`config.mk`:
```
export PLATFORM = sky130hd
export DESIGN_NAME = mipi_packet_tx
export DESIGN_NICKNAME = d
export VERILOG_FILES = /design/src/rtl/mipi_pkt_pkg.sv /design/src/rtl/mipi_word_shifter.sv /design/src/rtl/mipi_packet_tx.sv
export SDC_FILE = /design/constraint.sdc
export NUM_CORES = 1
export LEC_CHECK = 0
export ABC_AREA = 1
export BUFFER_PORTS_ARGS = -buffer_cell sky130_fd_sc_hd__buf_2
export CORE_UTILIZATION = 50
export CTS_CLUSTER_DIAMETER = 200
export DETAILED_ROUTE_END_ITERATION = 10
export PLACE_DENSITY = 0.75
export SYNTH_ARGS = -nofsm -noshare
export SYNTH_HDL_FRONTEND = slang
export SYNTH_HIERARCHICAL = 1
export SYNTH_SLANG_ARGS = --single-unit
```
`constraint.sdc`:
```
create_clock -name tx_pixel_clk -period 2.7 [get_ports tx_pixel_clk]
set_clock_uncertainty 0.1 [all_clocks]
set_input_delay 0.54 -clock tx_pixel_clk [delete_from_list [all_inputs] [get_ports tx_pixel_clk]]
set_output_delay 0.54 -clock tx_pixel_clk [all_outputs]
set_load 0.02 [all_outputs]
```
`src/rtl/mipi_pkt_pkg.sv`:
```
`default_nettype none
// +------------------------------------------------------------------+
// | mipi_pkt_pkg: constants and state type shared by MIPI TX and RX   |
// | Revision: 1.0                                                     |
// +------------------------------------------------------------------+
package mipi_pkt_pkg;

   localparam int          c_WORD_W         = 48;
   localparam logic [23:0] c_SOF_DEFAULT    = 24'hEAFF99;
   localparam logic [7:0]  c_DTYPE_DEFAULT  = 8'h01;
   localparam logic [7:0]  c_PHL_ID_DEFAULT = 8'h00;
   localparam int          c_MIN_GAP        = 17;

   typedef enum logic [2:0] {
      ST_IDLE  = 3'd0,
      ST_SOF   = 3'd1,
      ST_HDR   = 3'd2,
      ST_DATA  = 3'd3,
      ST_TRAIL = 3'd4,
      ST_GAP   = 3'd5
   } tx_state_t;

endpackage
`default_nettype wire

```
`src/rtl/mipi_word_shifter.sv`:
```
`default_nettype none
// +------------------------------------------------------------------+
// | mipi_word_shifter: payload load / shift-left-by-one-word register |
// | Revision: 1.0                                                     |
// +------------------------------------------------------------------+
module mipi_word_shifter
   import mipi_pkt_pkg::*;
#(
   parameter int DLEN  = 6,
   parameter int CNT_W = 1
)(
   input  logic                  tx_pixel_clk,
   input  logic                  rst_n,
   input  logic                  load,
   input  logic [DLEN*8-1:0]     load_data,
   input  logic                  shift,
   output logic [c_WORD_W-1:0]   word,
   output logic [CNT_W-1:0]      word_count
);

   logic [DLEN*8-1:0] r_shreg;
   logic [CNT_W-1:0]  r_count;

   // Payload storage needs no reset: it is always loaded before it is read.
   always_ff @(posedge tx_pixel_clk) begin
      if (load) begin
         r_shreg <= load_data;
      end else if (shift) begin
         r_shreg <= r_shreg << c_WORD_W;
      end
   end

   always_ff @(posedge tx_pixel_clk) begin
      if (!rst_n) begin
         r_count <= '0;
      end else if (load) begin
         r_count <= '0;
      end else if (shift) begin
         r_count <= r_count + CNT_W'(1);
      end
   end

   assign word       = r_shreg[DLEN*8-1 -: c_WORD_W];
   assign word_count = r_count;

endmodule
`default_nettype wire

```
`src/rtl/mipi_packet_tx.sv`:
```
`default_nettype none
// +------------------------------------------------------------------+
// | mipi_packet_tx: frames one payload as SOF/header/data/trailer     |
// | pixel words followed by an idle gap. Revision: 1.0                |
// +------------------------------------------------------------------+
module mipi_packet_tx
   import mipi_pkt_pkg::*;
#(
   parameter int          DLEN   = 6,
   parameter logic [23:0] SOF    = c_SOF_DEFAULT,
   parameter logic [7:0]  DTYPE  = c_DTYPE_DEFAULT,
   parameter logic [7:0]  PHL_ID = c_PHL_ID_DEFAULT,
   parameter int          GAP    = c_MIN_GAP
)(
   input  logic                  tx_pixel_clk,
   input  logic                  rst_n,
   input  logic [DLEN*8-1:0]     data,
   input  logic                  data_valid,
   output logic                  data_ready,
   output logic [c_WORD_W-1:0]   packet,
   output logic                  my_mipi_tx_VALID,
   output logic [23:0]           pkt_count
);

   localparam int c_NW     = DLEN / 6;
   localparam int c_CNT_W  = $clog2(c_NW + 1);
   localparam int c_GAP_W  = $clog2(GAP);
   localparam int c_HALF_W = c_WORD_W / 2;

   if (DLEN % 6 != 0 || DLEN <= 0 || DLEN > 6 * 65536) begin : g_bad_dlen
      $error("mipi_packet_tx: DLEN must be a positive multiple of 6 and at most 6*2^16");
   end
   if (GAP < c_MIN_GAP) begin : g_bad_gap
      $error("mipi_packet_tx: GAP must be at least 17");
   end

   tx_state_t            r_state;
   tx_state_t            w_next_state;
   logic [c_GAP_W-1:0]   r_gap_cnt;
   logic [23:0]          r_pkt_count;
   logic [c_WORD_W-1:0]  r_packet;
   logic [c_WORD_W-1:0]  w_packet;
   logic                 r_valid;
   logic                 w_valid;
   logic                 r_ready;
   logic                 w_ready;
   logic                 w_handshake;
   logic                 w_shift;
   logic [c_WORD_W-1:0]  w_word;
   logic [c_CNT_W-1:0]   w_word_count;

   assign w_handshake = data_valid && r_ready;

   mipi_word_shifter #(
      .DLEN  (DLEN),
      .CNT_W (c_CNT_W)
   ) u_shifter (
      .tx_pixel_clk (tx_pixel_clk),
      .rst_n        (rst_n),
      .load         (w_handshake),
      .load_data    (data),
      .shift        (w_shift),
      .word         (w_word),
      .word_count   (w_word_count)
   );

   always_ff @(posedge tx_pixel_clk) begin
      if (!rst_n) begin
         r_state <= ST_IDLE;
      end else begin
         r_state <= w_next_state;
      end
   end

   always_comb begin
      w_next_state = r_state;
      case (r_state)
         ST_IDLE:  if (w_handshake) w_next_state = ST_SOF;
         ST_SOF:   w_next_state = ST_HDR;
         ST_HDR:   w_next_state = ST_DATA;
         ST_DATA:  if (w_word_count == c_CNT_W'(c_NW)) w_next_state = ST_TRAIL;
         ST_TRAIL: w_next_state = ST_GAP;
         ST_GAP:   if (r_gap_cnt == c_GAP_W'(GAP - 1)) w_next_state = ST_IDLE;
         default:  w_next_state = ST_IDLE;
      endcase
   end

   // Outputs are decoded from the state being entered so they appear registered in that state.
   // The SOF word captures the packet id at the handshake edge, so no separate id latch is kept.
   always_comb begin
      w_packet = '0;
      w_valid  = 1'b0;
      w_ready  = 1'b0;
      w_shift  = 1'b0;
      case (w_next_state)
         ST_IDLE:  w_ready = 1'b1;
         ST_SOF: begin
            w_packet = {SOF, r_pkt_count};
            w_valid  = 1'b1;
         end
         ST_HDR: begin
            w_packet = {DTYPE, 32'(DLEN), PHL_ID};
            w_valid  = 1'b1;
         end
         ST_DATA: begin
            w_packet = {w_word[c_HALF_W-1:0], w_word[c_WORD_W-1:c_HALF_W]};
            w_valid  = 1'b1;
            w_shift  = 1'b1;
         end
         ST_TRAIL: w_valid = 1'b1;
         default:  w_packet = '0;
      endcase
   end

   always_ff @(posedge tx_pixel_clk) begin
      if (!rst_n) begin
         r_packet <= '0;
         r_valid  <= 1'b0;
         r_ready  <= 1'b0;
      end else begin
         r_packet <= w_packet;
         r_valid  <= w_valid;
         r_ready  <= w_ready;
      end
   end

   always_ff @(posedge tx_pixel_clk) begin
      if (!rst_n) begin
         r_gap_cnt <= '0;
      end else if (r_state != ST_GAP) begin
         r_gap_cnt <= '0;
      end else begin
         r_gap_cnt <= r_gap_cnt + c_GAP_W'(1);
      end
   end

   always_ff @(posedge tx_pixel_clk) begin
      if (!rst_n) begin
         r_pkt_count <= '0;
      end else if (r_state == ST_DATA && w_next_state == ST_TRAIL) begin
         r_pkt_count <= r_pkt_count + 24'd1;
      end
   end

   assign packet           = r_packet;
   assign my_mipi_tx_VALID = r_valid;
   assign data_ready       = r_ready;
   assign pkt_count        = r_pkt_count;

endmodule
`default_nettype wire

```
* Word level (Yosys, flattened, before mapping)
Index checks and enable logic that the tools add are counted.
** Storage, ports and cells
- Flip-flop bits (word level) :: 131
- Input bits :: 51
- Output and inout port bits :: 74
- Word-level logic and storage cells :: 41
** Cells by class
- $add $sub $neg :: 3
- Equal/unequal tests :: 11
- Mux-type cells :: 10
- Bitwise gates (word level) :: 1
- Reduce and logical (&&, ||, !) cells :: 8
** Operators by type and width (count)
- $pmux W48 S3 :: 1
- $mux W48 :: 2
- $add A24 B1 Y24 const B :: 1
- $pmux W3 S6 :: 1
- $eq A3 B2 Y1 const B :: 4
- $eq A3 B3 Y1 const B :: 3
- $mux W3 :: 3
- $eq A3 B1 Y1 const B :: 2
- $logic_not A3 Y1 :: 2
- $add A5 B1 Y5 const B :: 1
- $eq A5 B5 Y1 const B :: 1
- $reduce_or A2 Y1 :: 2
- $reduce_or A4 Y1 :: 1
- $mux W1 :: 3
- $ne A3 B3 Y1 const B :: 1
- $logic_and A1 B1 Y1 :: 2
- $reduce_bool A2 Y1 :: 1
- $add A1 B1 Y1 const B :: 1
- $not A1 Y1 :: 1

* Longest topological paths before layout
Gate-level depths: netlist of run 1.
- Word-level depth :: 7
- Depth in mapped cells :: 9
- Mapped depth without buffers :: 9

* Modules after synthesis
The synthesis of run 1 kept the hierarchy.
** Modules (own cells, without submodules)
- mipi_packet_tx :: instances 1, cells each 433, area each 3269.4 um^2, seq. area each 1641.6 um^2
- mipi_word_shifter :: instances 1, cells each 159, area each 1885.6 um^2, seq. area each 1461.4 um^2

* Least setup slack after synthesis of run 1
OpenSTA, ideal clock, no wires.
- Path type :: input port to flip-flop
- From :: in data_valid
- To :: reg u_shifter.r_shreg[0], in the netlist u_shifter/word[0], enable pin
- Library setup time :: 0.407 ns
- Data arrival time :: 1.913 ns
- Required time :: 2.193 ns
- Slack :: 0.281 ns
- Cell stages on the path :: 5
- Buffers on the path :: 1
- Cell sequence :: nand2_1 > inv_1 > buf_4 > inv_1 > nand2_1
** On the way
- Word-level cells in the longest chain between the ends :: 6
** Ends and longest elaborated chain
- start, declared :: RTL line mipi_packet_tx.sv:18 : input logic data_valid,
- $logic_and A1 B1 Y1 * :: RTL line mipi_packet_tx.sv:52 : assign w_handshake = data_valid && r_ready;
- named net w_handshake :: RTL line mipi_packet_tx.sv:47 : logic w_handshake;
- $mux W3 :: RTL line mipi_packet_tx.sv:78 : ST_IDLE: if (w_handshake) w_next_state = ST_SOF;
- $pmux W3 S6 :: RTL line mipi_packet_tx.sv:77 : case (r_state)
- $eq A3 B2 Y1 :: RTL line mipi_packet_tx.sv:95 : case (w_next_state)
- $mux W1 :: RTL line mipi_packet_tx.sv:95
- $reduce_bool A2 Y1 (no source line) *
- end signal, assigned :: RTL line mipi_word_shifter.sv:27 : r_shreg <= load_data;
- end signal, assigned :: RTL line mipi_word_shifter.sv:29 : r_shreg <= r_shreg << c_WORD_W;
- end, declared :: RTL line mipi_word_shifter.sv:21 : logic [DLEN*8-1:0] r_shreg;
The timed path passes the listed nets; every way through them passes the cells marked *.
A chain may end at the register's enable or synchronous reset.

* Final worst setup path of run 1
- From :: reg r_pkt_count[8], in the netlist pkt_count[8]
- To :: out pkt_count[8]
** RTL lines
- start, declared :: RTL line mipi_packet_tx.sv:40 : logic [23:0] r_pkt_count;
- start signal, assigned :: RTL line mipi_packet_tx.sv:141 : r_pkt_count <= r_pkt_count + 24'd1;
- end, declared :: RTL line mipi_packet_tx.sv:22 : output logic [23:0] pkt_count
No word-level cell between the ends.

==> flow_summary.toml, run 1 <==
[floorplanning]
die_y_um = 104
ioPinCount = 125
coreArea_sq_um = 9860
initial_core_util = 0.523
rows = 36
die_area_sq_um = 10700
die_x_um = 104

[clock_network]
root_buffer = "clkbuf_8"
htree_levels = 4
cts_max_path_buffers = 2
cts.sinks = 131
cts_resized = 0
cts_hold_buf = 0
clk_pin_slew_ns = 0.07
cts_made_buffers = 17
tritoncts = "yes"
post_cts_buffers = 0
clock_latency_ns = 0.52

[critical_path]
slowest_stage = "dfxtp_1"
cp_num_buf_inv = 1
crit_path_end_kind = "output port"
cp_cell_sequence = "buf_2"
slowest_delay_ns = 0.49
worstPathArrival_ns = 1.24
cp.required_ns = 2.06
cp-start-kind = "flip-flop"
path_max_fanout = 7
critPathKind = "flip-flop to output port"
critPathTopFamily = "flip-flops"

[timing]
hold-worst-slack_ns = 0.166
post-route-period-util = 0.695
clock.fmax_ghz = 0.533
worstMarginPinSlew_ns = 0.495
slew_viol_final = 0
hold_viol = 0
setup_viol_count_final = 0
setup_tns_ns = 0
rsz0062_at_grt = "no"
post-route-min-period_ns = 1.88
relSlewSlack = 0.670

[layout]
nets = 771
area_growth_syn_to_layout_pct = 25.6
layout_commonest_cell = "nand2_1"
fillers = 794
final_area_sq_um = 6480
layout_common_cells = "nand2_1, buf_2, inv_1"
diodes = 0
layout-drive-gt1-share = 0.245

[global_routing]
gr-usage-all-layers = 0.226
overflow = 0
grt_start_max_net_pins = 52
grt_pass1_vias = 4123
grt_pass1_wl_mm = 19.2
antenna_found_initial = 0

[routing]
drt_wl_total_mm = 11.4
dr.pass1.iters = 5
detail_route.iter0.violations = 153
postRouteAntennaNets = 0
drc = 0
wl_per_cell_um = 13.2
via_count = 4187
vias_per_cell = 4.85

[synth]
synth_seq_cells = 131
synth.distinct_cells = 29
syn_nets = 646
synth.avg_cell_area_sq_um = 8.71
synthCells = 592
ys_seq_area_frac = 0.602
netlist_area_sq_um = 5150
ys.warnings.count = 6

[power_and_ir_drop]
powerDensity_nw_per_um2 = 777
p_leak_nw = 3.08
vdd_drop_max_mv = 0.500
power_mw = 5.03

[placement]
io_buffers = 124
place.gp.congestion = 0.811
dpl_cell_area_sq_um = 5900
dp_hpwl_mm = 7.58

[run_status]
outcome = "complete, no violations"

[hold_path]
holdCritPathClass = "input pin to flip-flop"

[flow_run]
cap_violations = 0
==> synthesized netlist by cell type <==
cell | count | share of area
buf_2 | 12 | 0.012
a211oi_1 | 2 | 0.0029
inv_1 | 91 | 0.066
o21ai_0 | 11 | 0.011
a31oi_1 | 3 | 0.0036
nand3_2 | 1 | 0.0019
a21oi_1 | 56 | 0.054
buf_4 | 3 | 0.0044
dfxtp_1 | 83 | 0.32
and3_1 | 1 | 0.0012
edfxtp_1 | 48 | 0.28
nand4_1 | 13 | 0.016
o31ai_1 | 1 | 0.0015
buf_6 | 2 | 0.0044
clkbuf_1 | 8 | 0.0058
xor2_1 | 3 | 0.0051
nor3_1 | 5 | 0.0049
nor2_1 | 51 | 0.037
nor2_2 | 3 | 0.0036
ha_1 | 3 | 0.0073
nor2_4 | 3 | 0.0066
nand4_4 | 1 | 0.0041
nand2_2 | 3 | 0.0036
xnor2_1 | 1 | 0.0017
nor3b_1 | 1 | 0.0015
nand3_1 | 18 | 0.017
or2_2 | 1 | 0.0012
nand2_1 | 161 | 0.12
inv_2 | 3 | 0.0022
==> cell families (layout without fill, tap and decap cells) <==
kind of cell | Yosys count | count (layout) | synth area share
AOI/OAI and AO/OA | 73 | 73 | 0.0731
and+or+nand+nor | 262 | 262 | 0.216
DFF | 131 | 131 | 0.602
buffers and inverters | 119 | 257 | 0.0947
xor gates and xnor gates | 4 | 4 | 0.00680
adders and majority gates | 3 | 3 | 0.00728
==> per-stage QoR <==
step           std cells  utilization  setup WS, ns
6_report             863        0.657         0.824
5_1_grt              863        0.657         0.699
4_1_cts              863        0.657         0.802
3_5_place_dp         831        0.598         0.596
3_3_place_gp         831        0.598         0.679
2_1_floorplan        592            -         0.281
==> worst paths after layout <==
kind / startpoint / to / slack [ns] / cells after the start
max: pkt_count[8]$_SDFFE_PN0P_ / pkt_count[8] / 0.82 / 1
max reg2reg: data_ready$_SDFF_PN0_ / packet[2]$_SDFF_PN0_ / 0.91 / 7
min: data[12] / u_shifter/word[12]$_SDFFCE_PN0P_ / 0.17 / 3
min reg2reg: r_gap_cnt[0]$_SDFF_PP0_ / r_gap_cnt[0]$_SDFF_PP0_ / 0.37 / 1
==> sequential cells by signal, summed over array words and instances, names as in the netlist <==
name,count
packet,48
u_shifter/word,48
pkt_count,24
r_gap_cnt,5
r_state,3
data_ready,1
my_mipi_tx_VALID,1
u_shifter/word_count,1
==> area by class of cell <==
type / count / area (sq um) / share of cell area
multi-input combinational: 342 / 1570 / 0.242
sequential: 131 / 3100 / 0.479
clock inverter: 15 / 163 / 0.0251
timing repair buffer: 131 / 711 / 0.110
clock buffer: 17 / 414 / 0.0639
inverter: 94 / 353 / 0.0545
tap: 133 / 166 / 0.0257
==> where the power goes <==
group	switching, mW	total, mW	leakage (nW)	internal, mW
Clock	0.954	2.22	0.280	1.27
Combinational	0.346	0.504	1.67	0.157
Sequential	0.0513	2.30	1.14	2.25
Total	1.35	5.03	3.08	3.68
==> per-layer routing <==
layer / global-route usage / up-vias / part of all wire
met5: 0 / - / 0
li1: - / 2123 / -
met4: 0.0880 / 0 / 0.016
met1: 0.269 / 1907 / 0.42
met2: 0.391 / 140 / 0.50
met3: 0.0592 / 17 / 0.065
==> worst reg2reg max path, cell delays in order (launching register included) <==
cell and delay, ns:
dfxtp_1 0.33, nand2_1 0.06, inv_1 0.28, nand4_1 0.16, inv_1 0.31, buf_4 0.28, nand2_1 0.09, a21oi_1 0.13
(Power assumes the default switching activity.)
==> inputs of run 2 (changes only) <==
--- a/config.mk
+++ b/config.mk
@@ -7,10 +7,10 @@
 export LEC_CHECK = 0
 export ABC_AREA = 1
 export BUFFER_PORTS_ARGS = -buffer_cell sky130_fd_sc_hd__buf_2
-export CORE_UTILIZATION = 50
+export CORE_UTILIZATION = 48
 export CTS_CLUSTER_DIAMETER = 200
 export DETAILED_ROUTE_END_ITERATION = 10
-export PLACE_DENSITY = 0.75
+export PLACE_DENSITY = 0.76
 export SYNTH_ARGS = -nofsm -noshare
 export SYNTH_HDL_FRONTEND = slang
 export SYNTH_HIERARCHICAL = 1
==> constraint.sdc (replaced) <==
create_clock -name tx_pixel_clk -period 1.61 [get_ports tx_pixel_clk]
set_clock_uncertainty 0.1 [all_clocks]
set_input_delay 0.322 -clock tx_pixel_clk [delete_from_list [all_inputs] [get_ports tx_pixel_clk]]
set_output_delay 0.322 -clock tx_pixel_clk [all_outputs]
set_load 0.02 [all_outputs]
==> run 2 against run 1 <==
  * Die area rose by 4.1%
  * Clock power up 69%
  * Non-clock buffer count grew 73
  * First-iteration DRC count rose by 46%
  * Flip-flop and latch count is the same
  * Register-to-register slack got worse by 0.83 ns
  * Critical path depth increased by 1
  * Worst setup slack got worse by 0.81 ns
  * Clock-buffer cell count is 1 higher
  * Sequential power is 68% higher
  * Power is 72% higher
  * Combinational power rose by 100%
  * Critical endpoint is now pkt_count[0]
==> flow_summary.toml, run 2 (synthesis results as in run 1) <==
[critical_path]
rr_startpoint = "pkt_count[0]$_SDFFE_PN0P_"
r2r_setup_slack_ns = 0.08
rr_endpoint = "pkt_count[16]$_SDFFE_PN0P_"
cp-start-kind = "flip-flop"
crit_path_end_kind = "output port"
worstPathArrival_ns = 1.17
reg2reg_depth = 8
path_max_fanout = 3
cp.required_ns = 1.19
critPathKind = "flip-flop to output port"

[timing]
fin_ws_ns = 0.0170
worstMarginPinSlew_ns = 0.390
rsz0062_at_grt = "yes"
post-route-period-util = 0.989
relSlewSlack = 0.738
slew_viol_final = 0
clock.fmax_ghz = 0.628
hold_viol = 0
post-route-min-period_ns = 1.59
setup_viol_count_final = 0

[routing]
detail_route.iter0.violations = 224
dr.pass1.iters = 5
vias_per_cell = 4.88
wl_per_cell_um = 13.7
postRouteAntennaNets = 0
via_count = 4580
drt_wl_total_mm = 12.9
drc = 0

[placement]
io_buffers = 124
dpl_cell_area_sq_um = 6120
pre_cts_ws_ns = 0.0340
place.gp.congestion = 0.889
placedCellCount = 856
dp_hpwl_mm = 7.94

[hold_path]
min_delay_path_depth = 3
hold_path_end = "packet[30]$_SDFF_PN0_"
holdCritPathClass = "input pin to flip-flop"
holdCritStartpoint = "rst_n"

[layout]
area_growth_syn_to_layout_pct = 42.0
instances_no_fill = 939
layout-drive-gt1-share = 0.281
layout_commonest_cell = "nand2_1"
nets = 844
layout_common_cells = "nand2_1, buf_2, inv_1"
final_area_sq_um = 7320
diodes = 0

[clock_network]
clock_latency_ns = 0.53
cts_max_path_buffers = 2
root_buffer = "clkbuf_8"
cts_made_buffers = 17
cts.sinks = 131
tritoncts = "yes"
htree_levels = 4
clk_pin_slew_ns = 0.06

[floorplanning]
initial_core_util = 0.497
rows = 37
die_area_sq_um = 11200
die_x_um = 106
die_y_um = 106
ioPinCount = 125
coreArea_sq_um = 10400

[global_routing]
grt_pass1_wl_mm = 20.5
grt_pass1_vias = 4483
overflow = 0
antenna_found_initial = 0
grt_start_max_net_pins = 34
gr-usage-all-layers = 0.237

[power_and_ir_drop]
p_leak_nw = 3.43
power_mw = 8.63
vdd_drop_max_mv = 0.795
powerDensity_nw_per_um2 = 1180

[flow_run]
cap_violations = 0

[run_status]
outcome = "complete, no violations"
## run 2: changes by cell type in the layout (fill, tap and decap cells not counted), moves of 3 or more
cell / delta
nand3_2: +3
dfxtp_2: +11
nor2_4: +3
buf_4: +31
dfxtp_4: +3
nand3_1: -3
dfxtp_1: -14
nor2_1: -3
dlygate4sd3_1: +48
buf_12: +3
buf_2: -11
inv_8: -5
## run 2: critical path: stages, from the launching register on
cell and delay [ns]:
dfxtp_2 0.37, buf_4 0.14, buf_4 0.14
## run 2: repair_timing
action	4_1_cts	5_1_grt
hold buffers	48	0
setup buffers	0	3
pin swaps	0	3
endpoints found under the setup margin	5	31
gates cloned	0	0
hold endpoints to repair	48	0
resized for setup	6	37
## run 2: per-layer routing
layer / track usage / share of wire
met1: 0.275 / 0.38
met2: 0.420 / 0.53
met3: 0.0662 / 0.072
met4: 0.0813 / 0.019
met5: 0 / 0
## run 2: area by class of cell
class                           count  area [sq um]
Clock buffer                       18           428
Fill cell                         760          3050
Inverter                           94           353
Sequential cell                   131          3130
Multi-Input combinational cell    342          1640
Tap cell                          136           170
Clock inverter                     14           153
Timing Repair Buffer              204          1450
## run 2: report_power, final
| group | internal [mW] | leakage [nW] | total, mW | switching, mW |
|---|---|---|---|---|
| clock network | 2.26 | 0.276 | 3.76 | 1.50 |
| registers | 3.77 | 1.14 | 3.86 | 0.0844 |
| logic | 0.394 | 2.01 | 1.01 | 0.618 |
## run 2: worst max path at each step
stage,slack [ns],start,to
floorplan,0.02,r_state[2]$_SDFF_PN0_,u_shifter/word[0]$_SDFFCE_PN0P_
global placement,0.05,pkt_count[1]$_SDFFE_PN0P_,pkt_count[16]$_SDFFE_PN0P_
detailed placement,0.03,pkt_count[1]$_SDFFE_PN0P_,pkt_count[16]$_SDFFE_PN0P_
CTS,0.001,pkt_count[17]$_SDFFE_PN0P_,pkt_count[17]
global route,-0.03,pkt_count[1]$_SDFFE_PN0P_,pkt_count[16]$_SDFFE_PN0P_
finish,0.02,pkt_count[0]$_SDFFE_PN0P_,pkt_count[0]
## run 2: through the flow
| step | TNS [ns] | util | hold WS [ns] |
|---|---|---|---|
| finish | 0 | 0.706 | 0.0842 |
| global route | -0.120 | 0.706 | 0.0858 |
| CTS | 0 | 0.694 | 0.0724 |
| detailed placement | 0 | 0.590 | 0.362 |
| global placement | 0 | 0.590 | 0.340 |
| floorplan | 0 | - | 0.330 |
==> inputs of run 3 (changes only) <==
--- a/config.mk
+++ b/config.mk
@@ -11,6 +11,7 @@
 export CTS_CLUSTER_DIAMETER = 200
 export DETAILED_ROUTE_END_ITERATION = 10
 export PLACE_DENSITY = 0.76
+export RECOVER_POWER = 25
 export SYNTH_ARGS = -nofsm -noshare
 export SYNTH_HDL_FRONTEND = slang
 export SYNTH_HIERARCHICAL = 1
==> run 3 against run 2 <==
  * Power down 0.13%
  * Final area down 0.17%
  * Critical path depth unchanged
==> flow_summary.toml, run 3 (synthesis results as in run 1) <==
[power_and_ir_drop]
p_leak_nw = 3.42
powerDensity_nw_per_um2 = 1180
vdd_drop_max_mv = 0.795

[routing]
vias_per_cell = 4.88
via_count = 4578
drc = 0
detail_route.iter0.violations = 221
postRouteAntennaNets = 0
dr.pass1.iters = 5
wl_per_cell_um = 13.7
drt_wl_total_mm = 12.9

[timing]
setup_viol_count_final = 0
setup_tns_ns = 0
hold-worst-slack_ns = 0.0847
worstMarginPinSlew_ns = 0.416
hold_viol = 0
relSlewSlack = 0.723
rsz0062_at_grt = "yes"
slew_viol_final = 0
fin_ws_ns = 0.0169
post-route-period-util = 0.989
post-route-min-period_ns = 1.59
clock.fmax_ghz = 0.628

[critical_path]
cpMostUsedCell = "buf_4"
crit_path_end_kind = "output port"
cp_cell_sequence = "buf_4 -> buf_4"
slowest_delay_ns = 0.37
cp_num_buf_inv = 2
path_max_fanout = 3
cp-start-kind = "flip-flop"
slowest_stage = "dfxtp_2"
path_depth = 2
critPathKind = "flip-flop to output port"
rr_startpoint = "pkt_count[0]$_SDFFE_PN0P_"
crit_start = "pkt_count[0]$_SDFFE_PN0P_"
reg2reg_depth = 8
endpoint = "pkt_count[0]"
r2r_setup_slack_ns = 0.08
cp.required_ns = 1.19
critPathTopFamily = "flip-flops"
rr_endpoint = "pkt_count[16]$_SDFFE_PN0P_"
worstPathArrival_ns = 1.17

[layout]
diodes = 0
layout_commonest_cell = "nand2_1"
nets = 844
layout_common_cells = "nand2_1, buf_2, inv_1"
finalCoreUtilization = 0.705
layout-drive-gt1-share = 0.279
area_growth_syn_to_layout_pct = 41.8

[clock_network]
htree_levels = 4
cts.sinks = 131
tritoncts = "yes"
root_buffer = "clkbuf_8"
cts_made_buffers = 17
cts_max_path_buffers = 2
clock_latency_ns = 0.53
clk_pin_slew_ns = 0.06

[run_status]
outcome = "complete, no violations"

[placement]
dp_hpwl_mm = 7.94
io_buffers = 124
place.gp.congestion = 0.889
pre_cts_ws_ns = 0.0340

[hold_path]
holdCritPathClass = "input pin to flip-flop"

[global_routing]
grt_start_max_net_pins = 34
grt_pass1_wl_mm = 20.5
gr-usage-all-layers = 0.237
grt_pass1_vias = 4483
overflow = 0
antenna_found_initial = 0

[floorplanning]
ioPinCount = 125
initial_core_util = 0.497
die_x_um = 106
die_area_sq_um = 11200
rows = 37
die_y_um = 106
coreArea_sq_um = 10400

[flow_run]
cap_violations = 0
[run 3: cell types whose count changed in the layout (fill, tap and decap cells not counted), sizes merged]
cell / change
buf: -4
clkbuf: +4
[run 3: worst min path at each step]
stage / cells past startpoint / startpoint / end / slack, ns
floorplan: 1 / r_gap_cnt[0]$_SDFF_PP0_ / r_gap_cnt[0]$_SDFF_PP0_ / 0.33
global placement: 1 / r_gap_cnt[0]$_SDFF_PP0_ / r_gap_cnt[0]$_SDFF_PP0_ / 0.34
detailed placement: 2 / u_shifter/word[1]$_SDFFCE_PN0P_ / packet[25]$_SDFF_PN0_ / 0.36
CTS: 3 / rst_n / packet[30]$_SDFF_PN0_ / 0.07
global route: 3 / rst_n / packet[30]$_SDFF_PN0_ / 0.09
finish: 3 / rst_n / packet[30]$_SDFF_PN0_ / 0.08
[run 3: per-layer routing]
layer,track usage,vias up,wire length [um],share of wire
li1,-,2269,-,-
met1,0.275,2096,4930,0.38
met2,0.420,186,6760,0.53
met3,0.0662,27,931,0.072
met4,0.0813,0,234,0.018
met5,0,-,0,0
[run 3: report_power, final]
| part | switching [mW] | internal, mW | total (mW) |
|---|---|---|---|
| combinational | 0.617 | 0.387 | 1.00 |
| sequential | 0.0844 | 3.77 | 3.86 |
| clock | 1.50 | 2.26 | 3.76 |
[run 3: stage by stage]
stage | power, mW | instance area, sq um | std cells
2_1_floorplan | 4.46 | 5170 | 592
3_3_place_gp | 4.82 | 6120 | 856
3_5_place_dp | 4.84 | 6120 | 856
4_1_cts | 8.64 | 7190 | 936
5_1_grt | 8.93 | 7310 | 939
6_report | 8.62 | 7310 | 939
[run 3: repair_timing]
item                                    in CTS  in global routing
endpoints found under the hold margin       48                  0
endpoints found under the setup margin       5                 31
hold buffers                                48                  0
resized for setup                            6                 37
pin swaps                                    0                  3
setup buffers                                0                  3
[run 3: area by class of cell]
cell class / count / area [sq um]
well taps: 136 / 170
clock buffers: 18 / 428
clock inverters: 14 / 153
repair buffers: 204 / 1440
fillers: 763 / 3060
inverters: 94 / 353
flip-flops and latches: 131 / 3130
multi-input cells: 342 / 1640
[run 3: worst register-to-register path, cell delays in order (launching register included)]
cell and delay, ns:
dfxtp_2 0.37, ha_4 0.15, nand2_2 0.08, nor2_4 0.15
nand3_2 0.10, nor2_4 0.18, nand3_2 0.11, o21ai_2 0.14
nor2_1 0.04
